[src/rtl/trng_sched_pkg.sv]
// Shared state encoding and counter-width helpers for the TRNG scheduler.
package trng_sched_pkg;

  typedef logic [2:0] state_t;

  localparam state_t StOff     = 3'd0;
  localparam state_t StWarmup  = 3'd1;
  localparam state_t StDiscard = 3'd2;
  localparam state_t StReady   = 3'd3;
  localparam state_t StAck     = 3'd4;

  // Bits needed to count 0..max_val inclusive, never less than one.
  function automatic int unsigned cnt_width(input int unsigned max_val);
    return (max_val == 0) ? 1 : $clog2(max_val + 1);
  endfunction

  function automatic int unsigned warm_cnt_w(input int unsigned warmup_keys);
    return cnt_width(warmup_keys);
  endfunction

  function automatic int unsigned to_cnt_w(input int unsigned timeout_cycles);
    return cnt_width(timeout_cycles);
  endfunction

endpackage

[src/rtl/trng_rr_arbiter.sv]
// Round-robin arbiter: combinational one-hot winner, pointer advances past the winner on adv_i.
module trng_rr_arbiter #(
  parameter int unsigned N_REQ = 2,
  localparam int unsigned PtrW = (N_REQ > 1) ? $clog2(N_REQ) : 1
) (
  input  logic             clk_i,
  input  logic             rst_ni,
  input  logic [N_REQ-1:0] req_i,
  input  logic             adv_i,
  output logic [N_REQ-1:0] win_o,
  output logic [PtrW-1:0]  ptr_o
);

  logic [PtrW-1:0] ptr_q, ptr_d;
  logic [PtrW-1:0] idx;
  logic [PtrW-1:0] win_idx;
  logic            found;

  always_comb begin
    win_o   = '0;
    win_idx = '0;
    idx     = '0;
    found   = 1'b0;
    for (int unsigned i = 0; i < N_REQ; i++) begin
      idx = PtrW'((32'(ptr_q) + i) % N_REQ);
      if (!found && req_i[idx]) begin
        win_o[idx] = 1'b1;
        win_idx    = idx;
        found      = 1'b1;
      end
    end
  end

  always_comb begin
    ptr_d = ptr_q;
    if (adv_i && found) begin
      ptr_d = PtrW'((32'(win_idx) + 1) % N_REQ);
    end
  end

  always_ff @(posedge clk_i) begin
    if (!rst_ni) begin
      ptr_q <= '0;
    end else begin
      ptr_q <= ptr_d;
    end
  end

  assign ptr_o = ptr_q;

endmodule

[src/rtl/trng_sched.sv]
// TRNG core sequencer: warm-up discard, round-robin key sharing, timeout watch.
// Define TRNG_SCHED_REPCOUNT_EN to add the repetition-count health test.
module trng_sched
  import trng_sched_pkg::*;
#(
  parameter int unsigned N_REQ          = 2,
  parameter int unsigned N_BITS_KEY     = 32,
  parameter int unsigned WARMUP_KEYS    = 4,
  parameter int unsigned TIMEOUT_CYCLES = 4096
) (
  input  logic                  clk_i,
  input  logic                  rst_ni,
  input  logic                  en_i,
  input  logic [N_REQ-1:0]      req_i,
  output logic [N_REQ-1:0]      gnt_o,
  output logic [N_BITS_KEY-1:0] key_o,
  output logic                  trng_enable_o,
  output logic                  trng_ack_read_o,
  input  logic                  trng_key_ready_i,
  input  logic [N_BITS_KEY-1:0] trng_key_i,
  output logic                  warm_o,
  output logic                  timeout_o,
  output logic                  health_fail_o
);

  localparam int unsigned WarmW = warm_cnt_w(WARMUP_KEYS);
  localparam int unsigned ToW   = to_cnt_w(TIMEOUT_CYCLES);
  localparam int unsigned PtrW  = (N_REQ > 1) ? $clog2(N_REQ) : 1;
  localparam logic [WarmW-1:0] WarmMax = WarmW'(WARMUP_KEYS);
  localparam logic [ToW-1:0]   ToMax   = ToW'(TIMEOUT_CYCLES);

  state_t                  state_q, state_d;
  logic [WarmW-1:0]        warm_cnt_q, warm_cnt_d, warm_inc;
  logic [ToW-1:0]          to_cnt_q, to_cnt_d, to_inc;
  logic [N_BITS_KEY-1:0]   key_q, key_d;
  logic [N_REQ-1:0]        gnt_q, gnt_d;
  logic                    timeout_q, timeout_d;
  logic [N_REQ-1:0]        arb_win;
  logic [PtrW-1:0]         arb_ptr;
  logic                    arb_adv;
  logic                    any_req;
  logic                    rep_hit;

  assign any_req  = |req_i;
  assign warm_inc = warm_cnt_q + 1'b1;
  assign to_inc   = to_cnt_q + 1'b1;

  trng_rr_arbiter #(
    .N_REQ (N_REQ)
  ) u_arb (
    .clk_i  (clk_i),
    .rst_ni (rst_ni),
    .req_i  (req_i),
    .adv_i  (arb_adv),
    .win_o  (arb_win),
    .ptr_o  (arb_ptr)
  );

  always_comb begin
    state_d    = state_q;
    warm_cnt_d = warm_cnt_q;
    to_cnt_d   = to_cnt_q;
    key_d      = key_q;
    gnt_d      = '0;
    timeout_d  = timeout_q;
    arb_adv    = 1'b0;

    if (trng_key_ready_i) begin
      to_cnt_d = '0;
    end else if ((state_q == StWarmup) || ((state_q == StReady) && any_req)) begin
      if (to_cnt_q != ToMax) begin
        to_cnt_d = to_inc;
        if (to_inc == ToMax) timeout_d = 1'b1;
      end
    end

    case (state_q)
      StOff: begin
        warm_cnt_d = '0;
        to_cnt_d   = '0;
        if (en_i) state_d = (WARMUP_KEYS == 0) ? StReady : StWarmup;
      end
      StWarmup: begin
        if (!en_i) state_d = StOff;
        else if (trng_key_ready_i) state_d = StDiscard;
      end
      StDiscard: begin
        // A counter already at WarmMax means a health-test rejection, not warm-up.
        if (!trng_key_ready_i) begin
          if (warm_cnt_q != WarmMax) warm_cnt_d = warm_inc;
          if (!en_i) state_d = StOff;
          else if ((warm_cnt_q == WarmMax) || (warm_inc == WarmMax)) state_d = StReady;
          else state_d = StWarmup;
        end
      end
      StReady: begin
        if (!en_i) begin
          state_d = StOff;
        end else if (trng_key_ready_i && any_req) begin
          if (rep_hit) begin
            state_d = StDiscard;
          end else begin
            state_d = StAck;
            key_d   = trng_key_i;
            gnt_d   = arb_win;
            arb_adv = 1'b1;
          end
        end
      end
      StAck: begin
        if (!trng_key_ready_i) state_d = en_i ? StReady : StOff;
      end
      default: state_d = StOff;
    endcase

    if (state_d == StOff) timeout_d = 1'b0;
  end

  always_ff @(posedge clk_i) begin
    if (!rst_ni) begin
      state_q    <= StOff;
      warm_cnt_q <= '0;
      to_cnt_q   <= '0;
      key_q      <= '0;
      gnt_q      <= '0;
      timeout_q  <= 1'b0;
    end else begin
      state_q    <= state_d;
      warm_cnt_q <= warm_cnt_d;
      to_cnt_q   <= to_cnt_d;
      key_q      <= key_d;
      gnt_q      <= gnt_d;
      timeout_q  <= timeout_d;
    end
  end

`ifdef TRNG_SCHED_REPCOUNT_EN
  logic [N_BITS_KEY-1:0] prev_key_q, prev_key_d;
  logic                  health_q, health_d;
  logic                  key_take;

  assign rep_hit  = (trng_key_i == prev_key_q);
  assign key_take = trng_key_ready_i && en_i &&
                    ((state_q == StWarmup) || ((state_q == StReady) && any_req));

  always_comb begin
    prev_key_d = prev_key_q;
    health_d   = health_q;
    if (key_take) begin
      prev_key_d = trng_key_i;
      if (rep_hit) health_d = 1'b1;
    end
    if (state_d == StOff) health_d = 1'b0;
  end

  always_ff @(posedge clk_i) begin
    if (!rst_ni) begin
      prev_key_q <= '0;
      health_q   <= 1'b0;
    end else begin
      prev_key_q <= prev_key_d;
      health_q   <= health_d;
    end
  end

  assign health_fail_o = health_q;
`else
  assign rep_hit       = 1'b0;
  assign health_fail_o = 1'b0;
`endif

  assign gnt_o           = gnt_q;
  assign key_o           = key_q;
  assign trng_enable_o   = (state_q != StOff);
  assign trng_ack_read_o = (state_q == StDiscard) || (state_q == StAck);
  assign warm_o          = (state_q == StReady) || (state_q == StAck);
  assign timeout_o       = timeout_q;

endmodule
[config.mk]
export PLATFORM = sky130hd
export DESIGN_NAME = trng_sched
export DESIGN_NICKNAME = d
export VERILOG_FILES = /design/src/rtl/trng_sched_pkg.sv /design/src/rtl/trng_rr_arbiter.sv /design/src/rtl/trng_sched.sv
export SDC_FILE = /design/constraint.sdc
export NUM_CORES = 1
export LEC_CHECK = 0
export BUFFER_PORTS_ARGS = -buffer_cell sky130_fd_sc_hd__buf_2
export CORE_MARGIN = 3
export CORE_UTILIZATION = 29
export CTS_BUF_LIST = sky130_fd_sc_hd__clkbuf_8 sky130_fd_sc_hd__clkbuf_16
export CTS_CLUSTER_DIAMETER = 200
export DETAILED_ROUTE_END_ITERATION = 6
export GPL_TIMING_DRIVEN = 0
export MAX_ROUTING_LAYER = met4
export PLACE_DENSITY = 0.48
export SLEW_MARGIN = 20
export SYNTH_ARGS = -nofsm -noshare
export SYNTH_HDL_FRONTEND = slang
export SYNTH_SLANG_ARGS = --single-unit
[constraint.sdc]
create_clock -name clk_i -period 2.3 [get_ports clk_i]
set_input_delay 0.115 -clock clk_i [delete_from_list [all_inputs] [get_ports clk_i]]
set_output_delay 0.115 -clock clk_i [all_outputs]
set_load 0.05 [all_outputs]
==> impl_metrics.env <==
export IMPL_grt_use_total_pct=12.9
export IMPL_crit_chain="buf_2 > or3b_1 > nor3b_2 > buf_2 > nand4_1 > xor2_1 > nor2_1"
export IMPL_p_int_uw=1250
export IMPL_clockBufferDepth=2
export IMPL_synth_top_cell_area_share_pct=44.4
export IMPL_clkLatencyLatePin_ns=0.30
export IMPL_ant_nets=0
export IMPL_rows=33
export IMPL_fp_dieH_um=98.5
export IMPL_dpl_hpwl_mm=4.68
export IMPL_netlist_area_um2=2480
export IMPL_cpPeakStageDelay_ns=0.38
export IMPL_gp_congestion=0.883
export IMPL_synth_net_count=354
export IMPL_grt_start_max_net_pins=18
export IMPL_top_usage_layer="met2"
export IMPL_cts_post_setup_buffers_inserted=0
export IMPL_multi_input_area_um2=1240
export IMPL_fin_setup_tns_ns=0
export IMPL_startpoint_type="register"
export IMPL_syn_to_final_growth_pct=24.4
export IMPL_drt_total_wl_mm=6.24
export IMPL_synth_area_top_cells="dfxtp_1 44%, nand2_1 11%, a21oi_1 8.5%"
export IMPL_hold_class="in2reg"
export IMPL_root_buffer="clkbuf_8"
export IMPL_vias_per_cell=4.62
export IMPL_yosysSeqAreaShare_pct=44.4
export IMPL_post_drt_wl_per_cell_um=12.5
export IMPL_grt_pass1_vias=2173
export IMPL_initial_utilization_pct=30.0
export IMPL_core_area_um2=8260
export IMPL_finalSetupViolCount=0
export IMPL_power_total_uw=1660
export IMPL_fillCellCount=907
export IMPL_yosysTopAreaCell="dfxtp_1"
export IMPL_antenna_found_initial=0
export IMPL_reg2reg_from="state_q[1]"
export IMPL_grt_pass1_wl_mm=10.2
export IMPL_setup_worst_path_class="reg2reg"
export IMPL_grt_util_met3_pct=2.48
export IMPL_holdBufCountCts=0
export IMPL_pwr_share_clk_pct=34.3
export IMPL_pwr_share_seq_pct=57.9
export IMPL_cp_required_ns=2.49
export IMPL_dominantRegCellSynth="dfxtp_1"
export IMPL_cpMostUsedCell="buf_2"
export IMPL_drc=0
export IMPL_grt_ovfl_total=0
export IMPL_clock_sinks=55
export IMPL_switching_power_uw=407
export IMPL_die_w_um=98.5
export IMPL_syn_avg_cell_area_um2=7.97
export IMPL_yosysWarnings=0
export IMPL_synthCells=311
export IMPL_combPwrFrac_pct=7.8
export IMPL_h_tree_depth=2
export IMPL_fin_nets=436
export IMPL_p_leak_uw=0.00124
export IMPL_drive_gt1_share_pct=26.1
export IMPL_tightest_slew_ns=0.601
export IMPL_clock_skew_ns=0.00648
export IMPL_status="finished clean"
export IMPL_vias=2304
export IMPL_synth_seq_cells=55
export IMPL_clk_pin_slew_ns=0.10
export IMPL_io_buffers=75
export IMPL_tritoncts="built"
export IMPL_min_period_ns=1.82
export IMPL_fmax_ghz=0.550
export IMPL_diodes=0
export IMPL_use_met1_pct=16.1
export IMPL_rsz0062_at_grt="no"
export IMPL_ios=77
export IMPL_r2r_end="to_cnt_q[4]"
export IMPL_slowest_stage="nor3b_2"
export IMPL_cap_violations=0
export IMPL_grtUsageMet2_pct=21.8
export IMPL_slew_headroom_pct=59.5
export IMPL_cp_startpoint="state_q[1]"
export IMPL_hold_viol=0
export IMPL_endpoint="to_cnt_q[4]"
export IMPL_reg2reg_depth=7
export IMPL_post_route_period_util_pct=79.0
export IMPL_ir_drop_v=0.000220
export IMPL_power_switching_share_pct=24.6
export IMPL_async_flop_share_pct=0
export IMPL_synth_cell_types=47
export IMPL_dr_pass1_iters=4
export IMPL_critPathMaxFanout=10
export IMPL_synth_edf_count=0
export IMPL_power_density_nw_per_um2=537
export IMPL_endpoint_kind="register"
export IMPL_die_area_um2=9690
export IMPL_register_area_um2=1100
export IMPL_reg2reg_slack_ns=0.48
export IMPL_cts_buffers=5
export IMPL_arrival_ns=2.00
export IMPL_slew_violations=0
export IMPL_utilization_pct=37.3
export IMPL_ctsResizeCount=0
export IMPL_drtIter0Drc=58
==> area by class of cell <==
| class | count | share of cell area, % |
|---|---|---|
| inverter | 14 | 1.70 |
| clock inverter | 2 | 0.527 |
| clock buffer | 6 | 2.68 |
| tap | 105 | 4.26 |
| sequential | 55 | 35.7 |
| buffer | 16 | 2.68 |
| timing repair buffer | 75 | 12.2 |
| multi-input combinational | 226 | 40.3 |
==> state kept, by name, indices dropped and copies added (netlist names), named ones only <==
signal and cells:
timeout_o 1, gnt_o 2, warm_cnt_q 3, to_cnt_q 13
key_o 32, state_q 3
==> cell usage after synthesis (4+ instances only) <==
cell,n
a21oi_1,42
buf_2,9
clkbuf_1,5
dfxtp_1,55
ha_1,5
inv_1,13
nand2_1,73
nand3_1,12
nand4_1,4
nor2_1,25
nor3_1,6
xnor2_1,5
xor2_1,10
==> cells in the final DEF (no fill, tap or decap), types with 6 or more instances in the layout <==
master    netlist  final
dfxtp_1        55     55
a21oi_1        42     42
buf_2           9     84
inv_1          13     13
nor3_1          6      6
clkbuf_8        0      6
nor2_1         25     25
nand3_1        12     12
xor2_1         10     10
nand2_1        73     73
==> cell families after synthesis <==
group	Yosys count	share of synthesized area [%]
and+or+nand+nor	146	28.3
AOI/OAI and AO/OA	58	13.4
DFF	55	44.4
buffers and inverters	30	5.45
xor gates and xnor gates	15	5.30
adders and majority gates	5	2.52
other	1	0.151
muxes	1	0.454
==> worst max-delay path, delay by kind of cell (launching register included) <==
kind | cells | cell delay, ns
and+or+nand+nor | 4 | 0.76
buffers and inverters | 2 | 0.46
DFF | 1 | 0.31
xor gates and xnor gates | 1 | 0.16
==> through the flow <==
stage	instances	setup slack [ns]	hold slack [ns]	cell area [µm²]
after global placement	491	0.487	0.357	2990
final	499	0.483	0.0363	3080
after global routing	499	0.270	0.0306	3080
after detailed placement	491	0.501	0.363	2990
after floorplan	311	0.551	0.237	2480
after CTS	499	0.457	0.0226	3080
==> metal layers <==
layer  up-vias  wire (µm)  part of all wire, %
li1       1205          -                    -
met1      1043       2950                   47
met5         -          0                    0
met4         0         40                 0.64
met2        52       2980                   48
met3         4        277                  4.4
==> worst min-delay path by stage <==
stage                   start         end  slack (ns)  depth (start not counted)
2_1_floorplan          rst_ni  state_q[1]        0.24                          1
3_3_place_gp   trng_key_i[11]   key_o[11]        0.36                          3
3_5_place_dp   trng_key_i[25]   key_o[25]        0.36                          3
4_1_cts        trng_key_i[25]   key_o[25]        0.02                          3
5_1_grt        trng_key_i[14]   key_o[14]        0.03                          3
6_report        trng_key_i[4]    key_o[4]        0.04                          3
==> power by group through the flow <==
stage	clock network, µW	registers (µW)	logic (µW)
2_1_floorplan	0	987	69.3
3_3_place_gp	0	982	130
6_report	568	960	129
4_1_cts	604	960	131
5_1_grt	630	961	143
3_5_place_dp	0	982	130
Power figures use the tool's default switching activity.
